$ cat config.mk
export PLATFORM = sky130hd
export DESIGN_NAME = div_unit_iter
export DESIGN_NICKNAME = d
export VERILOG_FILES = /design/src/rtl/rv32_pkg.sv /design/src/rtl/div_step.sv /design/src/rtl/div_unit_iter.sv
export SDC_FILE = /design/constraint.sdc
export NUM_CORES = 1
export LEC_CHECK = 0
export CORE_ASPECT_RATIO = 0.7
export CORE_MARGIN = 2
export CORE_UTILIZATION = 55
export CTS_BUF_LIST = sky130_fd_sc_hd__clkbuf_8
export DETAILED_ROUTE_END_ITERATION = 10
export PLACE_DENSITY = 0.76
export SLEW_MARGIN = 15
export SYNTH_ARGS = -nofsm -noshare
export SYNTH_HDL_FRONTEND = slang
export SYNTH_SLANG_ARGS = --single-unit
$ cat constraint.sdc
create_clock -name clk -period 13.5 [get_ports clk]
set_input_delay 2.7 -clock clk [delete_from_list [all_inputs] [get_ports clk]]
set_output_delay 2.7 -clock clk [all_outputs]
set_load 0.01 [all_outputs]
$ cat src/rtl/rv32_pkg.sv
// Shared RV32 definitions for the iterative divider: func3 codes, FSM encoding,
// iteration count and the final sign/special-case result selection.
package rv32_pkg;

  localparam logic [2:0] F3_DIV  = 3'd4;
  localparam logic [2:0] F3_DIVU = 3'd5;
  localparam logic [2:0] F3_REM  = 3'd6;
  localparam logic [2:0] F3_REMU = 3'd7;

  localparam int DIV_ITERS = 32;

  typedef enum logic [1:0] {
    IDLE = 2'd0,
    CALC = 2'd1,
    DONE = 2'd2
  } div_state_t;

  // Divide-by-zero and signed overflow take the RISC-V defined values
  // regardless of what the magnitude datapath produced.
  function automatic logic [31:0] div_fix(
    input logic        is_rem,
    input logic        neg_q,
    input logic        neg_r,
    input logic        div0,
    input logic        ovf,
    input logic [31:0] q_mag,
    input logic [31:0] r_mag,
    input logic [31:0] a_raw
  );
    logic [31:0] res;
    if (div0)
      res = is_rem ? a_raw : 32'hFFFF_FFFF;
    else if (ovf)
      res = is_rem ? 32'd0 : 32'h8000_0000;
    else if (is_rem)
      res = neg_r ? (~r_mag + 32'd1) : r_mag;
    else
      res = neg_q ? (~q_mag + 32'd1) : q_mag;
    return res;
  endfunction

endpackage

$ cat src/rtl/div_step.sv
// One restoring division iteration: shift in the next dividend bit and keep
// the difference only when the 33-bit trial value covers the divisor.
module div_step (
  input  logic [31:0] rem_in,
  input  logic [31:0] divisor,
  input  logic        dvd_bit,
  output logic [31:0] rem_out,
  output logic        q_bit
);

  logic [32:0] trial;
  logic [32:0] diff;

  assign trial = {rem_in, dvd_bit};
  assign diff  = trial - {1'b0, divisor};
  assign q_bit = (trial >= {1'b0, divisor});
  // When the bit is 0 the trial is below the divisor, so it fits in 32 bits.
  assign rem_out = q_bit ? diff[31:0] : trial[31:0];

endmodule

$ cat src/rtl/div_unit_iter.sv
// Iterative radix-2 restoring divider for RV32M DIV/DIVU/REM/REMU.
// Define DIV_FAST_SPECIAL_EN to finish divide-by-zero and signed overflow in one cycle.
module div_unit_iter
  import rv32_pkg::*;
(
  input  logic        clk,
  input  logic        rst,
  input  logic        start,
  input  logic [2:0]  func3,
  input  logic [31:0] a,
  input  logic [31:0] b,
  input  logic        kill,
  output logic        busy,
  output logic        done,
  output logic [31:0] result
);

  div_state_t  state_reg;
  logic [4:0]  cnt_reg;
  logic [31:0] rem_reg;
  logic [31:0] dvd_reg;
  logic [31:0] dvs_reg;
  logic [31:0] a_reg;
  logic        is_rem_reg;
  logic        neg_q_reg;
  logic        neg_r_reg;
  logic        div0_reg;
  logic        ovf_reg;

  logic        is_signed;
  logic        is_rem;
  logic        sgn_a;
  logic        sgn_b;
  logic        div0_in;
  logic        ovf_in;
  logic [31:0] mag_a;
  logic [31:0] mag_b;
  logic [31:0] rem_next;
  logic        q_bit;
  logic [31:0] quo_next;

  assign is_signed = (func3 == F3_DIV) || (func3 == F3_REM);
  assign is_rem    = (func3 == F3_REM) || (func3 == F3_REMU);
  assign sgn_a     = is_signed & a[31];
  assign sgn_b     = is_signed & b[31];
  assign mag_a     = sgn_a ? (~a + 32'd1) : a;
  assign mag_b     = sgn_b ? (~b + 32'd1) : b;
  assign div0_in   = (b == 32'd0);
  assign ovf_in    = is_signed && (a == 32'h8000_0000) && (b == 32'hFFFF_FFFF);

  // The dividend register doubles as the quotient: bits leave at the top
  // while quotient bits enter at the bottom.
  div_step u_step (
    .rem_in  (rem_reg),
    .divisor (dvs_reg),
    .dvd_bit (dvd_reg[31]),
    .rem_out (rem_next),
    .q_bit   (q_bit)
  );

  assign quo_next = {dvd_reg[30:0], q_bit};
  assign busy     = (state_reg != IDLE);

  always_ff @(posedge clk or negedge rst) begin
    if (!rst) begin
      state_reg  <= IDLE;
      cnt_reg    <= 5'd0;
      rem_reg    <= 32'd0;
      dvd_reg    <= 32'd0;
      dvs_reg    <= 32'd0;
      a_reg      <= 32'd0;
      is_rem_reg <= 1'b0;
      neg_q_reg  <= 1'b0;
      neg_r_reg  <= 1'b0;
      div0_reg   <= 1'b0;
      ovf_reg    <= 1'b0;
      done       <= 1'b0;
      result     <= 32'd0;
    end else begin
      done <= 1'b0;
      if (kill) begin
        state_reg <= IDLE;
      end else begin
        case (state_reg)
          IDLE: begin
            if (start) begin
              rem_reg    <= 32'd0;
              dvd_reg    <= mag_a;
              dvs_reg    <= mag_b;
              a_reg      <= a;
              is_rem_reg <= is_rem;
              neg_q_reg  <= sgn_a ^ sgn_b;
              neg_r_reg  <= sgn_a;
              div0_reg   <= div0_in;
              ovf_reg    <= ovf_in;
              cnt_reg    <= 5'(DIV_ITERS - 1);
`ifdef DIV_FAST_SPECIAL_EN
              if (div0_in || ovf_in) begin
                state_reg <= DONE;
                done      <= 1'b1;
                result    <= div_fix(is_rem, 1'b0, 1'b0, div0_in, ovf_in,
                                     32'd0, 32'd0, a);
              end else begin
                state_reg <= CALC;
              end
`else
              state_reg <= CALC;
`endif
            end
          end
          CALC: begin
            rem_reg <= rem_next;
            dvd_reg <= quo_next;
            if (cnt_reg == 5'd0) begin
              state_reg <= DONE;
              done      <= 1'b1;
              result    <= div_fix(is_rem_reg, neg_q_reg, neg_r_reg, div0_reg,
                                   ovf_reg, quo_next, rem_next, a_reg);
            end else begin
              cnt_reg <= cnt_reg - 5'd1;
            end
          end
          default: state_reg <= IDLE;
        endcase
      end
    end
  end

endmodule

==> impl_results.md, run 1 <==
* Max incr delay on CP at 0.52 ns
* Routed wire length at 45.0 mm
* Yosys warnings at 0
* Distinct cells, synth at 99
* Period utilization at 46.1%
* Layout cells sized above 1 at 5.77%
* Residual DRC count at 0
* I/O Buffers at 104
* Final Instance Area at 0.0151 mm^2
* # resized after CTS at 0
* Chip width at 191 um
* Syn_area_per_cell at 7.81 um^2
* Final WS setup at 7.28 ns
* Max frequency at 0.161 GHz
* Post-synth top area share at 32.2%
* Vias in the first global route at 12,000
* Final setup vio count at 0
* Fin Hold WS at 0.484 ns
* Antenna cells at 0
* RSZ-0062 raised after global routing: false
* Final #Nets at 1,868
* EDFF count, synth at 0
* Cell Pwr Density at 193 mW/mm^2
* Pre-antenna DRT Iters at 7
* Overall power at 2.90 mW
* Main area contributors after synthesis: dfrtp_1 32%, nand2_1 9.2%, o21ai_0 7.3%
* Root buffer cell: clkbuf_8
* Setup Skew at 0.0154 ns
* Compound-Gate Fraction of Synth Area at 26.2%
* Initial Utilization at 56.4%
* Crit path required time at 13.84 ns
* Worst hold path type: flip-flop to flip-flop
* Via density at 6.53
* Slew of the pin with the lowest slew margin at 1.07 ns
* Largest net degree at the start of global routing at 103
* Most common cell after layout, fill and taps aside: nand2_1
* VDD IR max at 112 uV
* Critical path, cell by cell: inv_1 > ha_1 > a21oi_2 > o21ai_2 > a2111oi_4 > o211a_2 > nand2_4 > inv_4 > mux2i_1 > ha_1 > nand2_1 > a211o_1 > nor4_1 > a31o_2 > o2111ai_2 > nor3_1 > mux2_1 > a21oi_1 > a21oi_1
* Most frequent cells in the layout: 328 x nand2_1, 196 x o21ai_0, 173 x dfrtp_1, 127 x a21oi_1, 107 x nor2_1
* Core Box Area at 0.0238 mm^2
* Critical path peak fanout at 50
* Placed insts at 2,056
* CTS sink cnt at 173
* Hold violation count in the final report at 0
* Startpoint types: flip-flop
* CP Capture Type: flip-flop
* Mux cell area share after synthesis at 1.96%
* Area leader, netlist: dfrtp_1
* Die area at 0.0257 mm^2
* Simple-Gate Fraction of Synth Area at 22.7%
* Clock tree buffer depth at 2
* Adder-cell share of the synthesized area at 3.78%
* Setup bufs post-CTS at 0
* Dpl ws at 7.48 ns
* Initial antenna violation count at 2
* Drt wl/cell at 21.5 um
* Total CTS buffers at 17
* Die span in y at 135 um
* DP Area at 0.0146 mm^2
* Routed vias at 13,600
* Final ANT Viol Nets at 0
* Fin. max-slew vios at 0
* Worst rel slew slack at 28.7%
* Cts hold-fix bufs at 0
* Crit path time final at 6.22 ns
* CTS tree: built
* Row Count at 47
* 1st-iter DRT viols at 1,944
* Final Non-Filler Cells at 2,087
* Max-Cap Viols at 0
* #FFs+latches synth at 173
* First-pass GRT wire length at 69.2 mm
* Grt ovf at 0
* Final GP Congestion at 0.981
* Worst-path cell with the longest stage delay: inv_4
* Main combinational cell family by area after synthesis: compound AO/OA/AOI/OAI gates
* Core Util, Final at 63.3%
* Setup TNS at 0 ns
* Post-DP HPWL at 34.2 mm
* Gr usage total at 35.3%
* Run status: completed
* Worst setup path class: flip-flop to flip-flop
* Leak Pwr at 6.30 nW
* H-tree Lvls at 4
* Clk Latency, worst-skew pair at 0.49 ns
* Cell Area, Synth at 0.0134 mm^2
* Syn Nets at 1,832
* Main synth FF type: dfrtp_1
* Reg clk slew, reported paths at 0.10 ns
* XOR/XNOR Fraction of Synth Area at 8.34%
* Ys async rst share at 100%
* Area delta synth->final at 12.1%
* CP arrival at 6.56 ns
* IO Pins at 105
* Cells after Synth at 1,721
* Register area share after synthesis at 32.2%
[path summary, 6_finish.rpt]
| check | cells past startpoint | from | slack [ns] | endpoint |
|---|---|---|---|---|
| setup / recovery | 19 | dvs_reg[28] | 7.28 | result[24] |
| hold / removal | 2 | result[3] | 0.48 | result[3] |
| setup reg to reg | 19 | dvs_reg[28] | 7.28 | result[24] |
| hold reg to reg | 2 | result[3] | 0.48 | result[3] |
| max in group asynchronous | 3 | rst | 9.34 | rem_reg[17] |
| min in group asynchronous | 1 | rst | 2.16 | rem_reg[31] |
[report_power, final]
part | total (mW) | switching [mW] | internal, mW
Clock | 0.455 | 0.208 | 0.247
Sequential | 0.746 | 0.133 | 0.613
Combinational | 1.70 | 1.11 | 0.593
Total | 2.90 | 1.45 | 1.45
[cell usage after synthesis (8+ instances only)]
master      n
o221ai_1    8
or4_1      11
dfrtp_1   173
and2_1      8
nand4_1    15
xor2_1     72
nor2_1    108
a211o_1     9
a31oi_1    16
a22o_1     10
a21oi_1   127
and3_1     13
buf_2      14
o31ai_1    29
nand3_1    28
clkbuf_1   74
o21ai_1    14
o41ai_1    11
o21ai_0   196
ha_1       39
nor3_1     28
a21oi_2     8
mux2i_1    23
inv_1      56
nand2b_1    8
a21o_1     12
or3_1      29
a21boi_0    8
nand2_1   328
xnor2_1    56
nor4_1     24
o211ai_1    9
and4_1      8
[worst max-delay path: cells and delay by family, from the launching register on]
kind	cells	cell delay, ns
and+or+nand+nor	4	1.27
buffers and inverters	2	0.70
adders and majority gates	2	0.62
muxes	2	0.71
AOI/OAI and AO/OA	9	2.31
DFF	1	0.40
[cell families after synthesis]
| group | Yosys count |
|---|---|
| fa+ha+maj | 40 |
| xor+xnor | 128 |
| compound gates | 546 |
| buf+inv | 159 |
| simple gates | 649 |
| flops | 173 |
| mux | 26 |
[metal layers]
layer | vias to the layer above | share of wire, % | GRT usage (%) | wire length (um)
met3 | 33 | 15 | 15.1 | 6910
met1 | 6502 | 45 | 54.3 | 20400
met2 | 843 | 38 | 45.1 | 17200
met5 | - | 0 | 0 | 0
met4 | 0 | 1.1 | 6.29 | 484
li1 | 6246 | - | - | -
[final cells by class]
type	count	area (um^2)
flip-flops and latches	173	4330
clock inverters	12	218
clock buffers	19	262
well taps	318	398
fillers	2126	8750
multi-input cells	1389	8490
inverters	59	224
repair buffers	117	1140
No activity file was read; power rests on OpenSTA's default activity.
==> run 2: changes to the inputs <==
PLACE_DENSITY = 0.79   (was 0.76)
clock period = 5.1 ns   (was 13.5 ns; I/O delays follow)
==> impl_results.md, run 2 (synthesis results as in run 1) <==
* Via density at 6.54
* Worst hold path type: flip-flop to flip-flop
* Fin Hold WS at 0.482 ns
* Vias in the first global route at 12,300
* Max frequency at 0.204 GHz
* Leak Pwr at 6.33 nW
* Die span in y at 135 um
* IO Pins at 105
* Antenna cells at 0
* Reg clk slew, reported paths at 0.11 ns
* Most frequent cells in the layout: 328 x nand2_1, 195 x o21ai_0, 172 x dfrtp_1, 126 x a21oi_1, 106 x nor2_1
* Initial antenna violation count at 0
* Routed wire length at 47.3 mm
* Slew of the pin with the lowest slew margin at 1.16 ns
* Largest net degree at the start of global routing at 94
* Clock tree buffer depth at 2
* Gr usage total at 37.4%
* Fin. max-slew vios at 0
* Final setup vio count at 0
* Crit path time final at 4.90 ns
* Setup TNS at 0 ns
* RSZ-0062 raised after global routing: false
* CP arrival at 5.25 ns
* Hold violation count in the final report at 0
* Root buffer cell: clkbuf_8
* Routed vias at 13,700
* VDD IR max at 289 uV
* Final Non-Filler Cells at 2,102
* Total CTS buffers at 17
* Worst rel slew slack at 22.2%
* Critical path peak fanout at 12
* 1st-iter DRT viols at 2,003
* Run status: completed
* H-tree Lvls at 4
* Period utilization at 96.0%
* Setup Skew at 0.0185 ns
* Drt wl/cell at 22.5 um
* First-pass GRT wire length at 72.8 mm
* Residual DRC count at 0
* Max-Cap Viols at 0
* Post-DP HPWL at 35.8 mm
* Placed insts at 2,068
* Final #Nets at 1,882
* Worst setup path class: flip-flop to flip-flop
* I/O Buffers at 104
* Pre-antenna DRT Iters at 10
* Layout cells sized above 1 at 7.17%
* CP Capture Type: flip-flop
* Flop2flop setup slack at 0.20 ns
* Cell Pwr Density at 512 mW/mm^2
* Final GP Congestion at 1.03
* Layout fillers at 2,122
* Cts hold-fix bufs at 0
* CTS sink cnt at 173
* Chip width at 191 um
* Most common cell after layout, fill and taps aside: nand2_1
* Overall power at 7.75 mW
* Die area at 0.0257 mm^2
* Core Box Area at 0.0238 mm^2
* Area delta synth->final at 12.7%
* Grt ovf at 0
* Row Count at 47
* Startpoint types: flip-flop
* Initial Utilization at 56.4%
* Final ANT Viol Nets at 0
* Clk Latency, worst-skew pair at 0.51 ns
* CTS tree: built
* Crit path required time at 5.45 ns
## run 2: cell count changes in the layout (fill, tap and decap cells not counted), sizes merged
cell      change
buf          +14
bufinv        -4
inv           +3
clkinv        +1
clkinvlp      +1
## run 2: metal layers
metal	vias up	global-route usage, %	wire [um]
li1	6256	-	-
met1	6504	58.1	21200
met2	904	45.9	17300
met3	83	16.1	7710
met4	0	9.73	1070
met5	-	0	0
## run 2: layout make-up
type                            instances  area [um^2]  share of cell area (%)
Multi-Input combinational cell       1389         8540                    56.4
Sequential cell                       173         4330                    28.6
Timing Repair Buffer                  131         1270                    8.38
Tap cell                              318          398                    2.63
Clock inverter                         13          123                   0.809
Inverter                               59          224                    1.48
Clock buffer                           19          262                    1.73
## run 2: stage by stage
step | cell area (um^2) | util, % | setup WS [ns]
2_1_floorplan | 13400 | - | 0.258
3_3_place_gp | 14700 | 61.7 | 0.314
5_1_grt | 15200 | 63.6 | 0.00384
4_1_cts | 15100 | 63.3 | 0.0157
3_5_place_dp | 14700 | 61.7 | 0.0560
6_report | 15200 | 63.6 | 0.204
## run 2: path summary, 6_finish.rpt
| kind | startpoint | to | cells after the start |
|---|---|---|---|
| setup / recovery | rem_reg[18] | result[24] | 19 |
| hold / removal | a_reg[2] | a_reg[2] | 2 |
| setup reg to reg | rem_reg[18] | result[24] | 19 |
| hold reg to reg | a_reg[2] | a_reg[2] | 2 |
| max in group asynchronous | rst | a_reg[0] | 2 |
| min in group asynchronous | rst | rem_reg[12] | 1 |
## run 2: timing repair
action,CTS,global route
setup endpoints to repair,0,11
gates resized for setup,0,16
setup buffers,0,2
## run 2: critical path, cell delays in order, from the launching register on
cell and delay (ns):
dfrtp_1 0.46, ha_1 0.46, and4_1 0.30, and4b_1 0.22, nand4_1 0.16, o211a_2 0.33
nand2_4 0.17, inv_4 0.14, mux2i_2 0.27, ha_1 0.24, nand2_1 0.08, a211o_1 0.29
nor4_1 0.22, buf_4 0.19, a31o_2 0.19, o2111ai_4 0.20, nor3_2 0.21, mux2_1 0.34
a21oi_1 0.16, a21oi_1 0.08
## run 2: report_power, final
| part | total (mW) | switching, mW | internal (mW) |
|---|---|---|---|
| sequential | 1.97 | 0.352 | 1.62 |
| clock | 1.02 | 0.563 | 0.455 |
| combinational | 4.76 | 3.11 | 1.65 |
